<file path="config.mk">
export PLATFORM = sky130hd
export DESIGN_NAME = sgpio_master
export DESIGN_NICKNAME = d
export VERILOG_FILES = /design/src/rtl/sgpio_master.sv
export SDC_FILE = /design/constraint.sdc
export NUM_CORES = 1
export LEC_CHECK = 0
export CAP_MARGIN = 20
export CORE_MARGIN = 2
export CORE_UTILIZATION = 55
export DETAILED_ROUTE_END_ITERATION = 8
export GPL_ROUTABILITY_DRIVEN = 0
export PLACE_DENSITY = 0.82
export SYNTH_ARGS = -nofsm -noshare
export SYNTH_HDL_FRONTEND = slang
export SYNTH_SLANG_ARGS = --single-unit
</file>
<file path="constraint.sdc">
create_clock -name i_clk -period 7.3 [get_ports i_clk]
set_input_delay 2.19 -clock i_clk [delete_from_list [all_inputs] [get_ports i_clk]]
set_output_delay 2.19 -clock i_clk [all_outputs]
set_load 0.005 [all_outputs]
</file>
<file path="src/rtl/sgpio_master.sv">
// sgpio_master -- SGPIO initiator (board/BMC side of the serial GPIO link).
//
// Divides i_clk down to the SGPIO clock. For each frame it shifts NBITS of
// i_tx_data out on o_mosi, MSB first. It captures the same number of bits
// from i_miso into o_rx_data. Each bit occupies one SCLK period: CLK_DIV
// cycles low, then CLK_DIV cycles high. o_sync marks the first bit of the
// frame.
//
// Parameters:
//   NBITS      bits per frame (>=2)
//   CLK_DIV    i_clk cycles per SCLK half-period (>=2)
//   GAP_CYCLES idle cycles between automatic frames (>=1)
//
// Ports:
//   i_clk      system clock
//   i_rst      asynchronous reset, active-high
//   i_start    frame request, sampled while o_busy==0
//   i_tx_data  word to send, latched when a start is accepted
//   o_busy     frame in progress
//   o_done     one-cycle pulse; o_rx_data is valid in the same cycle
//   o_rx_data  captured MISO word, held until the next o_done
//   o_sclk     SGPIO clock
//   o_sync     SGPIO frame sync
//   o_mosi     serial data to the slave
//   i_miso     serial data from the slave (asynchronous to i_clk)
//
// Build option: define SGPIO_MASTER_AUTO_EN to ignore i_start. In that mode
// frames run continuously, with GAP_CYCLES idle cycles between them.

module sgpio_master #(
    parameter int NBITS      = 8,
    parameter int CLK_DIV    = 25,
    parameter int GAP_CYCLES = 16
) (
    input  logic             i_clk,
    input  logic             i_rst,
    input  logic             i_start,
    input  logic [NBITS-1:0] i_tx_data,
    output logic             o_busy,
    output logic             o_done,
    output logic [NBITS-1:0] o_rx_data,
    output logic             o_sclk,
    output logic             o_sync,
    output logic             o_mosi,
    input  logic             i_miso
);

    localparam int CW = $clog2(CLK_DIV);
    localparam int BW = $clog2(NBITS);
    localparam logic [CW-1:0] CNT_LAST = CW'(CLK_DIV - 1);
    localparam logic [BW-1:0] BIT_LAST = BW'(NBITS - 1);

    typedef enum logic [1:0] {
        IDLE = 2'd0,
        LOW  = 2'd1,
        HIGH = 2'd2,
        DONE = 2'd3
    } state_t;

    state_t             state_q, state_d;
    logic [CW-1:0]      cnt_q, cnt_d;
    logic [BW-1:0]      bit_q, bit_d;
    logic [NBITS-1:0]   tx_q, tx_d;
    logic [NBITS-1:0]   rx_q, rx_d;
    logic [NBITS-1:0]   rx_data_q, rx_data_d;
    logic               busy_q, busy_d;
    logic               done_q, done_d;
    logic               sclk_q, sclk_d;
    logic               sync_q, sync_d;
    logic               mosi_q, mosi_d;
    logic               miso_s1_q, miso_s2_q;
    logic               start_req;

`ifdef SGPIO_MASTER_AUTO_EN
    // Free-running mode: count idle cycles and launch a frame on the last one.
    localparam int GW = $clog2(GAP_CYCLES + 1);
    localparam logic [GW-1:0] GAP_LAST = GW'(GAP_CYCLES - 1);

    logic [GW-1:0] gap_q, gap_d;
    logic          unused_start;

    assign unused_start = i_start;
    assign start_req    = (state_q == IDLE) && (gap_q == GAP_LAST);

    always_comb begin
        gap_d = '0;
        if ((state_q == IDLE) && (gap_q != GAP_LAST)) begin
            gap_d = gap_q + GW'(1);
        end
    end

    always_ff @(posedge i_clk or posedge i_rst) begin
        if (i_rst) begin
            gap_q <= '0;
        end else begin
            gap_q <= gap_d;
        end
    end
`else
    localparam int unused_gap_cycles = GAP_CYCLES;

    assign start_req = i_start;
`endif

    // Two-flop synchronizer for the asynchronous slave data.
    always_ff @(posedge i_clk or posedge i_rst) begin
        if (i_rst) begin
            miso_s1_q <= 1'b0;
            miso_s2_q <= 1'b0;
        end else begin
            miso_s1_q <= i_miso;
            miso_s2_q <= miso_s1_q;
        end
    end

    always_comb begin
        state_d   = state_q;
        cnt_d     = cnt_q;
        bit_d     = bit_q;
        tx_d      = tx_q;
        rx_d      = rx_q;
        rx_data_d = rx_data_q;

        case (state_q)
            // DONE also accepts a start, so frames can run back-to-back.
            IDLE, DONE: begin
                if (start_req) begin
                    state_d = LOW;
                    cnt_d   = '0;
                    bit_d   = '0;
                    tx_d    = i_tx_data;
                    rx_d    = '0;
                end else begin
                    state_d = IDLE;
                end
            end
            LOW: begin
                if (cnt_q == CNT_LAST) begin
                    cnt_d   = '0;
                    state_d = HIGH;
                end else begin
                    cnt_d = cnt_q + CW'(1);
                end
            end
            HIGH: begin
                if (cnt_q == CNT_LAST) begin
                    cnt_d = '0;
                    // Sample at the end of the high phase. MOSI has been stable
                    // for 2*CLK_DIV-1 cycles by then, which covers the
                    // synchronizer delay in loopback.
                    rx_d  = {rx_q[NBITS-2:0], miso_s2_q};
                    if (bit_q == BIT_LAST) begin
                        state_d = DONE;
                    end else begin
                        bit_d   = bit_q + BW'(1);
                        tx_d    = {tx_q[NBITS-2:0], 1'b0};
                        state_d = LOW;
                    end
                end else begin
                    cnt_d = cnt_q + CW'(1);
                end
            end
            default: begin
                state_d = IDLE;
            end
        endcase

        // Publish the word on the same edge that raises o_done.
        if (state_d == DONE) begin
            rx_data_d = rx_d;
        end

        // Outputs are derived from the next state so that they are registered
        // and still line up with the state they describe.
        busy_d = (state_d == LOW) || (state_d == HIGH);
        done_d = (state_d == DONE);
        sclk_d = (state_d == HIGH);
        sync_d = busy_d && (bit_d == '0);
        mosi_d = busy_d && tx_d[NBITS-1];
    end

    always_ff @(posedge i_clk or posedge i_rst) begin
        if (i_rst) begin
            state_q   <= IDLE;
            cnt_q     <= '0;
            bit_q     <= '0;
            tx_q      <= '0;
            rx_q      <= '0;
            rx_data_q <= '0;
            busy_q    <= 1'b0;
            done_q    <= 1'b0;
            sclk_q    <= 1'b0;
            sync_q    <= 1'b0;
            mosi_q    <= 1'b0;
        end else begin
            state_q   <= state_d;
            cnt_q     <= cnt_d;
            bit_q     <= bit_d;
            tx_q      <= tx_d;
            rx_q      <= rx_d;
            rx_data_q <= rx_data_d;
            busy_q    <= busy_d;
            done_q    <= done_d;
            sclk_q    <= sclk_d;
            sync_q    <= sync_d;
            mosi_q    <= mosi_d;
        end
    end

    assign o_busy    = busy_q;
    assign o_done    = done_q;
    assign o_rx_data = rx_data_q;
    assign o_sclk    = sclk_q;
    assign o_sync    = sync_q;
    assign o_mosi    = mosi_q;

endmodule

</file>
### Word level (Yosys, flattened, before mapping)

Cells that the tools add are included.

| storage, ports and cells | value |
|---|---|
| bits in registers | 41 |
| latch bits | 0 |
| bits in writable memories | 0 |
| ROM bits | 0 |
| input bits | 12 |
| output and inout bits | 13 |
| word-level logic and storage cells | 55 |
| memories kept | 0 |

| cells by class | value |
|---|---|
| $add $sub $neg | 2 |
| multiply operators | 0 |
| divide/modulo/power cells | 0 |
| $lt $le $gt $ge | 0 |
| equality and inequality tests | 11 |
| shift operators | 0 |
| muxes and demuxes | 19 |
| bitwise gates (word level) | 0 |
| reductions and logical operators | 9 |

Operator list:

| cell | number |
|---|---|
| 8-bit two-way mux | 5 |
| 8-bit case mux with 2 select lines | 2 |
| 5-bit two-way mux | 2 |
| 5-bit case mux with 2 select lines | 1 |
| 3-bit two-way mux | 3 |
| 2-bit == test (second input constant) | 4 |
| 2-bit two-way mux | 3 |
| 2-bit != test (second input constant) | 3 |
| 2-bit case mux with 3 select lines | 1 |
| 3-bit case mux with 2 select lines | 1 |
| 5-bit by 1-bit adder with 5-bit output (second input constant) | 1 |
| 5-bit == test (second input constant) | 1 |
| 2-bit by 1-bit == test with 1-bit output (second input constant) | 2 |
| 4-bit AND reduction | 1 |
| 2-bit OR reduction | 2 |
| 3-bit by 1-bit adder with 3-bit output (second input constant) | 1 |
| 3-bit == test (second input constant) | 1 |
| 3-bit zero test | 1 |
| 1-bit logical AND | 2 |
| 2-bit zero test | 1 |
| 2-bit nonzero test | 1 |
| 1-bit logical OR | 1 |
| 1-bit two-way mux | 1 |

### Logic depth before layout (Yosys ltp)

Gate-level depths: netlist of the first run.

| logic depth | value |
|---|---|
| depth in word-level cells | 7 |
| mapped depth | 10 |
| gate-level depth less buffers | 9 |

### Worst setup path after synthesis of the first run

No wires, ideal clock.

| timing path | value |
|---|---|
| path kind | in2reg |
| start point | input i_start |
| end point | register rx_data_q[0], in the netlist o_rx_data[0] |
| library setup time | 125 ps |
| data arrival time | 3590 ps |
| data required time | 7175 ps |
| setup slack | 3585 ps |
| cell stages on the path | 6 |
| buffers on the path | 2 |
| cell sequence | and2_1 clkbuf_1 or2_2 ha_1 buf_1 mux2_4 |

| on the way | value |
|---|---|
| cells in the longest elaborated chain, start to end | 3 |
| elaborated cells between the ends (all ways) | 5 |
| classes of those cells | eq/ne: 1; mux: 4 |

Ends and longest elaborated chain:

| element | RTL line | source |
|---|---|---|
| from (decl) | 37 | `input logic i_start,` |
| 1-bit two-way mux | 127 | `if (start_req) begin` |
| 2-bit case mux with 3 select lines | 124 | `case (state_q)` |
| via state_d[0] | 60 | `state_t state_q, state_d;` |
| 2-bit == test | n/a |  |
| via done_d | 67 | `logic done_q, done_d;` |
| to (signal assigned) | 201 | `rx_data_q <= rx_data_d;` |
| to (decl) | 65 | `logic [NBITS-1:0] rx_data_q, rx_data_d;` |

The timed path passes the listed nets, and every way through them passes these cells.
A chain may end at the register's enable or synchronous reset.

### Worst setup path in the final report of the first run

| timing path | value |
|---|---|
| start point | input i_start |
| end point | register rx_data_q[4], in the netlist o_rx_data[4] |

Same word-level chain as after synthesis.

==> results of run 1 <==
==> power groups by stage <==
stage          combinational, mW  sequential [mW]  clock (mW)
2_1_floorplan             0.0371            0.250           0
3_3_place_gp              0.0531            0.252           0
3_5_place_dp              0.0569            0.253           0
4_1_cts                   0.0571            0.248       0.162
5_1_grt                   0.0631            0.250       0.175
6_report                  0.0567            0.249       0.161
==> final cells by class <==
| class | count | share of cell area (%) |
|---|---|---|
| Clock buffer | 6 | 2.314 |
| Sequential cell | 41 | 46.28 |
| Timing Repair Buffer | 25 | 11.17 |
| Tap cell | 46 | 2.596 |
| Clock inverter | 2 | 1.693 |
| Multi-Input combinational cell | 94 | 34.93 |
| Inverter | 6 | 1.016 |
==> logic make-up (layout without fill, tap and decap cells) <==
logic type	count (synthesis)	in the layout	share of synthesized area, %
multiplexers	9	9	7.024
AO/OA/AOI/OAI	47	47	20.07
flip-flops	41	41	54.85
adder cells (fa/ha/maj)	7	7	4.682
buffers and inverters	14	39	3.745
AND/OR/NAND/NOR	31	31	9.632
==> stage by stage <==
stage	cell area [µm²]	cells
after floorplan	1871	149
after global placement	2128	212
after detailed placement	2128	212
after CTS	2217	220
after global routing	2217	220
final	2217	220
==> layer usage <==
metal  wire length, µm  share of wire [%]  global-route usage (%)
met1              1591                 41                   27.35
met2              2039                 52                   38.59
met3               212                5.4                   6.884
met4                84                2.1                   8.611
met5                 0                  0                       0
==> final timing paths <==
check                                to  slack (ps)  depth (start not counted)
setup / recovery           o_rx_data[4]        3300                          5
hold / removal                miso_s2_q         370                          0
setup reg to reg           o_rx_data[4]        4500                          8
hold reg to reg               miso_s2_q         370                          0
max in group asynchronous      bit_q[1]        4730                          3
min in group asynchronous  o_rx_data[1]        2230                          3
==> cells in the final DEF (no fill, tap or decap), types with 2 or more instances in the layout <==
master                             n
sky130_fd_sc_hd__a32oi_1           6
sky130_fd_sc_hd__nand2_1          12
sky130_fd_sc_hd__nand3_1           6
sky130_fd_sc_hd__nor2b_1           2
sky130_fd_sc_hd__inv_1             6
sky130_fd_sc_hd__a22o_1            4
sky130_fd_sc_hd__a211oi_1          2
sky130_fd_sc_hd__a22o_2            5
sky130_fd_sc_hd__clkdlybuf4s50_1  24
sky130_fd_sc_hd__mux2_4            8
sky130_fd_sc_hd__dfrtp_1          41
sky130_fd_sc_hd__o211ai_1          2
sky130_fd_sc_hd__clkbuf_4          5
sky130_fd_sc_hd__ha_1              7
sky130_fd_sc_hd__o31ai_1           2
sky130_fd_sc_hd__a21oi_1           6
sky130_fd_sc_hd__o21ai_0           4
sky130_fd_sc_hd__o2bb2ai_1         8
==> flip-flops by register name, summed over array words and instances, names as in the netlist, 2 cells and up <==
signal / flops
bit_q: 3
tx_q: 8
cnt_q: 5
state_q: 2
rx_q: 8
o_rx_data: 8
==> results by group, run 1 <==
Timing
  • Post-layout worst setup margin: about 3300 ps
  • Setup repair after global routing missed its margin: no
  • Number of hold violations in the final report: 0
  • Total negative slack for setup checks: 0 ps
  • Worst relative slew slack: 58.37%
  • Setup-violating endpoint count in the final report: 0
  • Transition time at the pin with the least slew margin: 624.4 ps
  • Hold WS: about 370 ps
  • Final critical-path share of the clock period: roughly 55%
  • Final period demand of the worst path: roughly 4000 ps
  • Final-report max-slew violation count: 0
  • Upper clock frequency limit: approximately 0.25 GHz
  • Setup skew after layout: approximately 12 ps

Clocking
  • Total CTS buffers: 5
  • Hold-fix buffers, CTS: 0
  • Clock tree from TritonCTS: done
  • Clock latency on the worst-skew pair: 370 ps
  • Clock Pin Slew Worst Setup and Hold Paths: ~120 ps
  • CTS sink cnt: slightly above 40
  • Clock root buffer: sky130_fd_sc_hd__clkbuf_4
  • Maximum level of the CTS H-tree: 2
  • Maximum clock insertion buffer count: 2
  • Post-CTS setup buffers: 0
  • Post_cts resized: 0

Flow run
  • Count of maximum capacitance violations: 0

Power and ir drop
  • Leakage Power: a little under 1 nW
  • Internal power: ~0.35 mW
  • Switching Fraction: between 20 and 30%
  • Switching power: between 0.1 and 0.15 mW
  • Power Density: 210.1 nW/µm²
  • Sequential share of power: 53.4%
  • Relative contribution of combinational cells to total power: around an eighth
  • Share of total power in the clock network: 34.5%
  • Sum of internal, switching and leakage power: 0.4658 mW
  • Largest vdd supply drop: ~0.15 mV

Routing
  • DRT antenna net count: 0
  • Wire length reported by the detailed router: approximately 3900 µm
  • Avg Vias per Cell: 6.014
  • Total vias in the final route: ~1300
  • Per-cell routed wire length: 17.85 µm
  • Violation count after the first detailed-routing iteration: slightly below 90
  • DRC violation count after routing: 0
  • Pre-antenna DRT Iters: 4

Yosys
  • FF+latch count, synth: approximately 40
  • Leading register cell type out of synthesis: sky130_fd_sc_hd__dfrtp_1
  • Number of distinct library cells after synthesis: 40
  • Post-Syn Nets: ~170
  • Cell type contributing the most total cell area after synthesis: sky130_fd_sc_hd__dfrtp_1
  • Leading cell type by number of instances after synthesis: sky130_fd_sc_hd__dfrtp_1
  • Async set-or-reset flop fraction in the synthesized netlist: 100.0%
  • Post-synthesis average cell area: 12.55 µm²
  • Dominant cells by area after synthesis: sky130_fd_sc_hd__dfrtp_1 (55%), sky130_fd_sc_hd__mux2_4 (6.4%), sky130_fd_sc_hd__ha_1 (4.7%)
  • Number of enable flip-flop cells after synthesis: 0
  • Sequential fraction of the synthesis area: 54.85%
  • Count of yosys warnings during synthesis: 0
  • Area fraction of the dominant cell type after synthesis: a little over half
  • Synth top cells by count: sky130_fd_sc_hd__dfrtp_1 (41), sky130_fd_sc_hd__nand2_1 (12), sky130_fd_sc_hd__mux2_4 (8), sky130_fd_sc_hd__o2bb2ai_1 (8), sky130_fd_sc_hd__ha_1 (7)
  • Synthesized instance count: around 150
  • Cell area after synthesis: about 1900 µm²

Finish
  • Nets: about 190
  • Fillcell total: 286
  • Area added between synthesis and finish: 18.53%
  • Utilization after layout: 66.97%
  • Seq. cell area: 1026 µm²
  • Share of final-layout standard cells stronger than drive strength 1: between 15 and 20%
  • N_diodes: 0
  • Total area of multi-input combinational cells: 774.5 µm²

Setup path
  • Top delay family on crit path: simple AND/OR/NAND/NOR gates
  • Start of the worst register-to-register path: cnt_q[0]
  • Worst path required time: roughly 7600 ps
  • Combined buffer and inverter count along the critical path: 1
  • Nature of the critical path startpoint: input pin
  • Critical path startpoint: i_start
  • Cells along the critical path: clkdlybuf4s50_1 > and2_1 > or2_2 > ha_1 > mux2_4
  • Arrival time worst endpoint: approximately 4300 ps
  • Crit-path max cell delay: 590 ps
  • Max stage delay cell, worst path: sky130_fd_sc_hd__clkdlybuf4s50_1
  • Worst Path Class, Setup: in2reg
  • Peak fanout along the critical path: 10
  • Type of element capturing the critical path: flop

Global routing
  • Overflow after GRT: 0
  • Maximum number of pins on one net before global-route repair: 42
  • Number of antenna violations at the first check in global routing: 0
  • Number of global-route vias before repair: 1367
  • Total Routing Usage GR: about 23%
  • First-pass GRT wire length: 6706 µm

Worst hold path
  • Hold path startpoint: miso_s1_q
  • Min-Delay Path Class: reg2reg

Floorplanning
  • Width of the chip: between 60 and 70 µm
  • I/O pin count: 25
  • Die area: just under 4000 µm²
  • Number of rows created at floorplan: 21
  • Initial core utilization: approximately 57%
  • Die span in y: about 62 µm
  • Core area: 3311 µm²

Placed design
  • Number of port buffers: 24
  • Half-perimeter wire length after detailed placement: roughly 2700 µm
  • Pre-CTS WS: 2963 ps

Outcome
  • Outcome: finished, final reports clean
No activity file was read; power rests on OpenSTA's default activity.
==> run 2, diff against run 1 <==
--- a/config.mk
+++ b/config.mk
@@ -7,10 +7,10 @@
 export LEC_CHECK = 0
 export CAP_MARGIN = 20
 export CORE_MARGIN = 2
-export CORE_UTILIZATION = 55
+export CORE_UTILIZATION = 48
 export DETAILED_ROUTE_END_ITERATION = 8
 export GPL_ROUTABILITY_DRIVEN = 0
-export PLACE_DENSITY = 0.82
+export PLACE_DENSITY = 0.76
 export SYNTH_ARGS = -nofsm -noshare
 export SYNTH_HDL_FRONTEND = slang
 export SYNTH_SLANG_ARGS = --single-unit
==> constraint.sdc (replaced) <==
create_clock -name i_clk -period 3.6 [get_ports i_clk]
set_input_delay 1.08 -clock i_clk [delete_from_list [all_inputs] [get_ports i_clk]]
set_output_delay 1.08 -clock i_clk [all_outputs]
set_load 0.005 [all_outputs]
==> results by group, run 2 (synthesized netlist as in run 1, its figures left out) <==
Setup path
  • Critical path startpoint: cnt_q[0] (was i_start)
  • Critical path depth: 8 (was 5)
  • Start of the worst register-to-register path: cnt_q[0] (unchanged)
  • Top delay family on crit path: adder cells (was simple AND/OR/NAND/NOR gates)
  • Worst path required time: 3770 ps (was 7560 ps)
  • Register-to-register setup slack: 870 ps (was 4500 ps)
  • Endpoint of the worst-slack reg-to-reg timing path: o_rx_data[0] (was o_rx_data[4])
  • CP Capture Point: o_rx_data[0] (was o_rx_data[4])
  • Nature of the critical path startpoint: flop (was input pin)
  • Combined buffer and inverter count along the critical path: 1 (unchanged)
  • Peak fanout along the critical path: 9 (was 10)
  • Max stage delay cell, worst path: sky130_fd_sc_hd__ha_1 (was sky130_fd_sc_hd__clkdlybuf4s50_1)
  • Worst Path Class, Setup: reg2reg (was in2reg)
  • CP dominant cell by count: sky130_fd_sc_hd__ha_1
  • Cells along the critical path: inv_1 > ha_1 > and4b_1 > nand2_1 > a21oi_1 > a211oi_1 > ha_1 > mux2_4 (was clkdlybuf4s50_1 > and2_1 > or2_2 > ha_1 > mux2_4)
  • Depth of the worst register-to-register path: 8 (unchanged)
  • Type of element capturing the critical path: flop (unchanged)
  • Arrival time worst endpoint: 2900 ps (was 4250 ps)
  • Crit-path max cell delay: 570 ps (was 590 ps)

Power and ir drop
  • Largest vdd supply drop: 0.2589 mV (was 0.1470 mV)
  • Leakage Power: 0.9988 nW (was 0.9943 nW)
  • Power Density: 405.0 nW/µm² (was 210.1 nW/µm²)

Finish
  • Share of final-layout standard cells stronger than drive strength 1: 16.57% (was 16.09%)
  • Nets: 193 (was 192)
  • Most common cell after layout, fill and taps aside: sky130_fd_sc_hd__dfrtp_1 (unchanged)
  • N_diodes: 0 (unchanged)
  • Utilization after layout: 59.87% (was 66.97%)
  • Area added between synthesis and finish: 18.93% (was 18.53%)
  • Number of cells in the finished layout apart from fillers: 223 (was 220)
  • Top library cells by usage in the layout, fill and taps aside: sky130_fd_sc_hd__dfrtp_1 (41), sky130_fd_sc_hd__clkdlybuf4s50_1 (24), sky130_fd_sc_hd__nand2_1 (12) (unchanged)
  • Post-route cell area: 2225 µm² (was 2217 µm²)

Timing
  • Setup repair after global routing missed its margin: no (unchanged)
  • Final period demand of the worst path: 2731 ps
  • Total negative slack for setup checks: 0 ps (unchanged)
  • Upper clock frequency limit: between 0.3 and 0.4 GHz
  • Final critical-path share of the clock period: 75.87%
  • Final-report max-slew violation count: 0 (unchanged)
  • Setup skew after layout: 5.824 ps (was 11.84 ps)
  • Transition time at the pin with the least slew margin: 574.7 ps (was 624.4 ps)
  • Number of hold violations in the final report: 0 (unchanged)
  • Setup-violating endpoint count in the final report: 0 (unchanged)
  • Worst relative slew slack: 61.69% (was 58.37%)

Clocking
  • Clock Pin Slew Worst Setup and Hold Paths: 70 ps (was 120 ps)
  • Maximum clock insertion buffer count: 2 (unchanged)
  • Hold-fix buffers, CTS: 0 (unchanged)
  • Total CTS buffers: 5 (unchanged)
  • Post_cts resized: 0 (unchanged)
  • Clock root buffer: sky130_fd_sc_hd__clkbuf_8 (was sky130_fd_sc_hd__clkbuf_4)
  • Post-CTS setup buffers: 0 (unchanged)
  • Maximum level of the CTS H-tree: 2 (unchanged)
  • Clock latency on the worst-skew pair: 290 ps (was 370 ps)
  • Clock tree from TritonCTS: done (unchanged)
  • CTS sink cnt: 41 (unchanged)

Routing
  • Violation count after the first detailed-routing iteration: 68 (was 89)
  • DRC violation count after routing: 0 (unchanged)
  • Wire length reported by the detailed router: 3396 µm (was 3927 µm)
  • Total vias in the final route: 1295 (was 1323)
  • Pre-antenna DRT Iters: 4 (unchanged)
  • Avg Vias per Cell: 5.807 (was 6.014)
  • Per-cell routed wire length: 15.23 µm (was 17.85 µm)
  • DRT antenna net count: 0 (unchanged)

Floorplanning
  • I/O pin count: 25 (unchanged)
  • Core area: 3716 µm² (was 3311 µm²)
  • Die area: 4412 µm² (was 3883 µm²)
  • Width of the chip: 66.43 µm (was 62.32 µm)
  • Number of rows created at floorplan: 22 (was 21)
  • Die span in y: 66.43 µm (was 62.32 µm)
  • Initial core utilization: 50.34% (was 56.50%)

Placed design
  • Total cell area at the placement stage: 2138 µm² (was 2128 µm²)
  • Number of port buffers: 24 (unchanged)
  • Number of cells in the design after placement: 215 (was 212)
  • Half-perimeter wire length after detailed placement: 2428 µm (was 2706 µm)

Flow run
  • Count of maximum capacitance violations: 0 (unchanged)

Global routing
  • Number of global-route vias before repair: 1205 (was 1367)
  • Number of antenna violations at the first check in global routing: 0 (unchanged)
  • Total Routing Usage GR: 17.05% (was 22.73%)
  • Overflow after GRT: 0 (unchanged)
  • Maximum number of pins on one net before global-route repair: 42 (unchanged)
  • First-pass GRT wire length: 5478 µm (was 6706 µm)

Outcome
  • Outcome: finished, final reports clean (unchanged)

Worst hold path
  • Min-Delay Path Class: reg2reg (unchanged)
==> run 2: changes by cell type in the layout (fill, tap and decap cells not counted), sizes merged <==
cell / before / now
clkbuf: 6 / 5
bufinv: 1 / 0
buf: 1 / 2
clkinv: 0 / 2
==> run 2: metal layers <==
| layer | global-route usage (%) | routed length [µm] | vias to the layer above |
|---|---|---|---|
| met5 | 0 | 0 | - |
| met4 | 9.184 | 88 | 0 |
| met3 | 4.259 | 204 | 11 |
| met2 | 27.13 | 1577 | 48 |
| met1 | 21.22 | 1525 | 629 |
| li1 | - | - | 607 |
==> run 2: area by class of cell <==
type	count	area, µm²
well taps	48	60.06
multi-input cells	94	774.5
inverters	6	22.52
clock inverters	3	17.52
fillers	310	1491
flip-flops and latches	41	1026
clock buffers	5	68.82
repair buffers	26	255.2
==> run 2: power by group <==
part	internal [mW]	switching [mW]
sequential	0.484	0.0193
combinational	0.0551	0.0585
clock	0.133	0.151
==> run 2: worst min-delay path by stage <==
stage,startpoint,end,slack [ps],cells past startpoint
CTS,miso_s1_q,miso_s2_q,350,0
global route,miso_s1_q,miso_s2_q,360,0
finish,miso_s1_q,miso_s2_q,350,0
global placement,miso_s1_q,miso_s2_q,330,0
floorplan,miso_s1_q,miso_s2_q,330,0
detailed placement,miso_s1_q,miso_s2_q,330,0
==> run 2: metrics by stage <==
step	hold WS, ps	worst slack (ps)	total power, mW
after CTS	350.8	891.8	0.9070
after global routing	357.4	746.6	0.9430
final	350.3	868.7	0.9011
after floorplan	331.2	995.2	0.5823
after global placement	333.8	682.8	0.6196
after detailed placement	334.7	614.6	0.6254
==> run 2: worst register-to-register path, cell delays in order (launching register included) <==
cell	delay, ps
sky130_fd_sc_hd__dfrtp_1	440
sky130_fd_sc_hd__inv_1	70
sky130_fd_sc_hd__ha_1	240
sky130_fd_sc_hd__and4b_1	300
sky130_fd_sc_hd__nand2_1	150
sky130_fd_sc_hd__a21oi_1	80
sky130_fd_sc_hd__a211oi_1	420
sky130_fd_sc_hd__ha_1	570
sky130_fd_sc_hd__mux2_4	350
==> run 3, diff against run 2 <==
==> constraint.sdc (replaced) <==
create_clock -name i_clk -period 2.45 [get_ports i_clk]
set_input_delay 0.735 -clock i_clk [delete_from_list [all_inputs] [get_ports i_clk]]
set_output_delay 0.735 -clock i_clk [all_outputs]
set_load 0.005 [all_outputs]
==> results by group, run 3 (synthesized netlist as in run 1, its figures left out) <==
Clocking
  • Clock root buffer: sky130_fd_sc_hd__clkbuf_8 (unchanged)
  • Maximum level of the CTS H-tree: 2 (unchanged)
  • Hold-fix buffers, CTS: 0 (unchanged)
  • Total CTS buffers: 5 (unchanged)
  • CTS sink cnt: 41 (unchanged)
  • Clock tree from TritonCTS: done (unchanged)
  • Clock latency on the worst-skew pair: 290 ps (about the same)
  • Post-CTS setup buffers: 0 (unchanged)
  • Maximum clock insertion buffer count: 2 (unchanged)
  • Clock Pin Slew Worst Setup and Hold Paths: 70 ps (about the same)
  • Post_cts resized: 0 (unchanged)

Outcome
  • Outcome: finished, final reports clean (unchanged)

Power and ir drop
  • Leakage Power: 1.047 nW (was 0.9988 nW)
  • Largest vdd supply drop: 0.3337 mV (was 0.2589 mV)
  • Power Density: 622.0 nW/µm² (was 405.0 nW/µm²)
  • Sum of internal, switching and leakage power: 1.433 mW (was 0.9011 mW)

Routing
  • DRT antenna net count: 0 (unchanged)
  • Total vias in the final route: 1336 (was 1295)
  • Wire length reported by the detailed router: 3755 µm (was 3396 µm)
  • Violation count after the first detailed-routing iteration: 74 (was 68)
  • Per-cell routed wire length: 16.33 µm (was 15.23 µm)
  • Avg Vias per Cell: 5.809 (was 5.807)
  • DRC violation count after routing: 0 (unchanged)
  • Pre-antenna DRT Iters: 4 (unchanged)

Finish
  • N_diodes: 0 (unchanged)
  • Fillcell total: 305 (was 310)
  • Top library cells by usage in the layout, fill and taps aside: sky130_fd_sc_hd__dfrtp_1 (41), sky130_fd_sc_hd__clkdlybuf4s50_1 (24), sky130_fd_sc_hd__nand2_1 (12) (unchanged)
  • Post-route cell area: 2305 µm² (was 2225 µm²)
  • Area added between synthesis and finish: 23.21% (was 18.93%)
  • Most common cell after layout, fill and taps aside: sky130_fd_sc_hd__dfrtp_1 (unchanged)
  • Share of final-layout standard cells stronger than drive strength 1: 20.33% (was 16.57%)
  • Nets: 201 (was 193)

Timing
  • Number of hold violations in the final report: 0 (unchanged)
  • Setup-violating endpoint count in the final report: 0 (unchanged)
  • Final-report max-slew violation count: 0 (unchanged)
  • Upper clock frequency limit: 0.4453 GHz (was 0.3661 GHz)
  • Final period demand of the worst path: 2246 ps (was 2731 ps)
  • Setup skew after layout: 5.447 ps (was 5.824 ps)
  • Worst relative slew slack: 66.28% (was 61.69%)
  • Transition time at the pin with the least slew margin: 505.8 ps (was 574.7 ps)
  • Setup repair after global routing missed its margin: no (unchanged)
  • Final critical-path share of the clock period: 91.66% (was 75.87%)

Floorplanning
  • Die area: 4412 µm² (unchanged)
  • Width of the chip: 66.43 µm (unchanged)
  • I/O pin count: 25 (unchanged)
  • Die span in y: 66.43 µm (unchanged)
  • Initial core utilization: 50.34% (unchanged)
  • Core area: 3716 µm² (unchanged)
  • Number of rows created at floorplan: 22 (unchanged)

Worst hold path
  • Hold path startpoint: miso_s1_q (unchanged)
  • Min-Delay Path Class: reg2reg (unchanged)
  • Capture endpoint of the worst hold path: miso_s2_q (unchanged)
  • Count of cells along the worst hold path: 0 (unchanged)

Setup path
  • Nature of the critical path startpoint: flop (unchanged)
  • Worst Path Class, Setup: reg2reg (unchanged)
  • Register-to-register setup slack: 200 ps (was 870 ps)
  • Worst path required time: 2630 ps (was 3770 ps)
  • Start of the worst register-to-register path: cnt_q[1] (was cnt_q[0])
  • Type of element capturing the critical path: flop (unchanged)
  • Depth of the worst register-to-register path: 8 (unchanged)
  • Arrival time worst endpoint: 2430 ps (was 2900 ps)
  • Endpoint of the worst-slack reg-to-reg timing path: o_rx_data[2] (was o_rx_data[0])
  • Peak fanout along the critical path: 9 (unchanged)

Global routing
  • Overflow after GRT: 0 (unchanged)
  • Number of global-route vias before repair: 1394 (was 1205)
  • Number of antenna violations at the first check in global routing: 0 (unchanged)
  • Maximum number of pins on one net before global-route repair: 42 (unchanged)
  • Total Routing Usage GR: 19.96% (was 17.05%)
  • First-pass GRT wire length: 6506 µm (was 5478 µm)

Flow run
  • Count of maximum capacitance violations: 0 (unchanged)

Placed design
  • Total cell area at the placement stage: 2198 µm² (was 2138 µm²)
  • Number of port buffers: 24 (unchanged)
  • Half-perimeter wire length after detailed placement: 2684 µm (was 2428 µm)
-- run 3: cell types whose count changed in the layout (fill, tap and decap cells not counted) --
cell                         previous run  this run
sky130_fd_sc_hd__ha_1                   7         6
sky130_fd_sc_hd__bufinv_16              0         1
sky130_fd_sc_hd__ha_2                   0         1
sky130_fd_sc_hd__clkinvlp_4             1         0
sky130_fd_sc_hd__buf_4                  2        10
sky130_fd_sc_hd__clkinv_2               2         1
-- run 3: worst max-delay path, cell delays in order, from the launching register on --
cell	delay (ps)
sky130_fd_sc_hd__dfrtp_1	390
sky130_fd_sc_hd__inv_1	60
sky130_fd_sc_hd__ha_1	210
sky130_fd_sc_hd__and4b_1	220
sky130_fd_sc_hd__nand2_1	90
sky130_fd_sc_hd__a21oi_1	70
sky130_fd_sc_hd__a211oi_1	310
sky130_fd_sc_hd__ha_2	440
sky130_fd_sc_hd__mux2_4	340
-- run 3: power by group --
group / switching (mW) / internal, mW
logic: 0.0940 / 0.0910
registers: 0.0259 / 0.711
clock network: 0.215 / 0.296
total: 0.335 / 1.10
-- run 3: metal layers --
| layer | share of wire (%) | wire length (µm) | vias to the layer above | GRT usage (%) |
|---|---|---|---|---|
| met4 | 1.1 | 41 | 0 | 9.439 |
| met2 | 50 | 1877 | 38 | 32.88 |
| met1 | 44 | 1669 | 671 | 25.03 |
| met5 | 0 | 0 | - | 0 |
| li1 | - | - | 622 | - |
| met3 | 4.4 | 167 | 5 | 4.089 |
-- run 3: metrics by stage --
| stage | worst slack [ps] | TNS (ps) | hold slack [ps] | utilization (%) | instances |
|---|---|---|---|---|---|
| detailed placement | -108.9 | -768.8 | 337.9 | 59.16 | 223 |
| CTS | 13.53 | 0 | 355.3 | 61.95 | 230 |
| global route | 8.599 | 0 | 384.6 | 62.02 | 230 |
| floorplan | 75.83 | 0 | 331.2 | - | 149 |
| finish | 204.4 | 0 | 352.6 | 62.02 | 230 |
| global placement | -39.96 | -314.7 | 332.6 | 59.16 | 223 |
-- run 3: final cells by class --
type | count | area (µm²) | share of cell area (%)
Inverter | 6 | 22.52 | 0.9772
Multi-Input combinational cell | 94 | 777.0 | 33.71
Sequential cell | 41 | 1026 | 44.52
Tap cell | 48 | 60.06 | 2.606
Timing Repair Buffer | 34 | 315.3 | 13.68
Clock buffer | 5 | 68.82 | 2.986
Clock inverter | 2 | 35.03 | 1.520
-- run 3: how the worst max path moves through the flow --
stage / slack [ps] / start / depth (start not counted) / to
floorplan: 80 / state_q[0] / 9 / o_rx_data[0]
global route: 9 / cnt_q[1] / 8 / o_rx_data[4]
global placement: -40 / i_start / 5 / o_rx_data[1]
CTS: 10 / cnt_q[1] / 7 / o_rx_data[4]
finish: 200 / cnt_q[1] / 8 / o_rx_data[2]
detailed placement: -110 / i_start / 5 / o_rx_data[4]
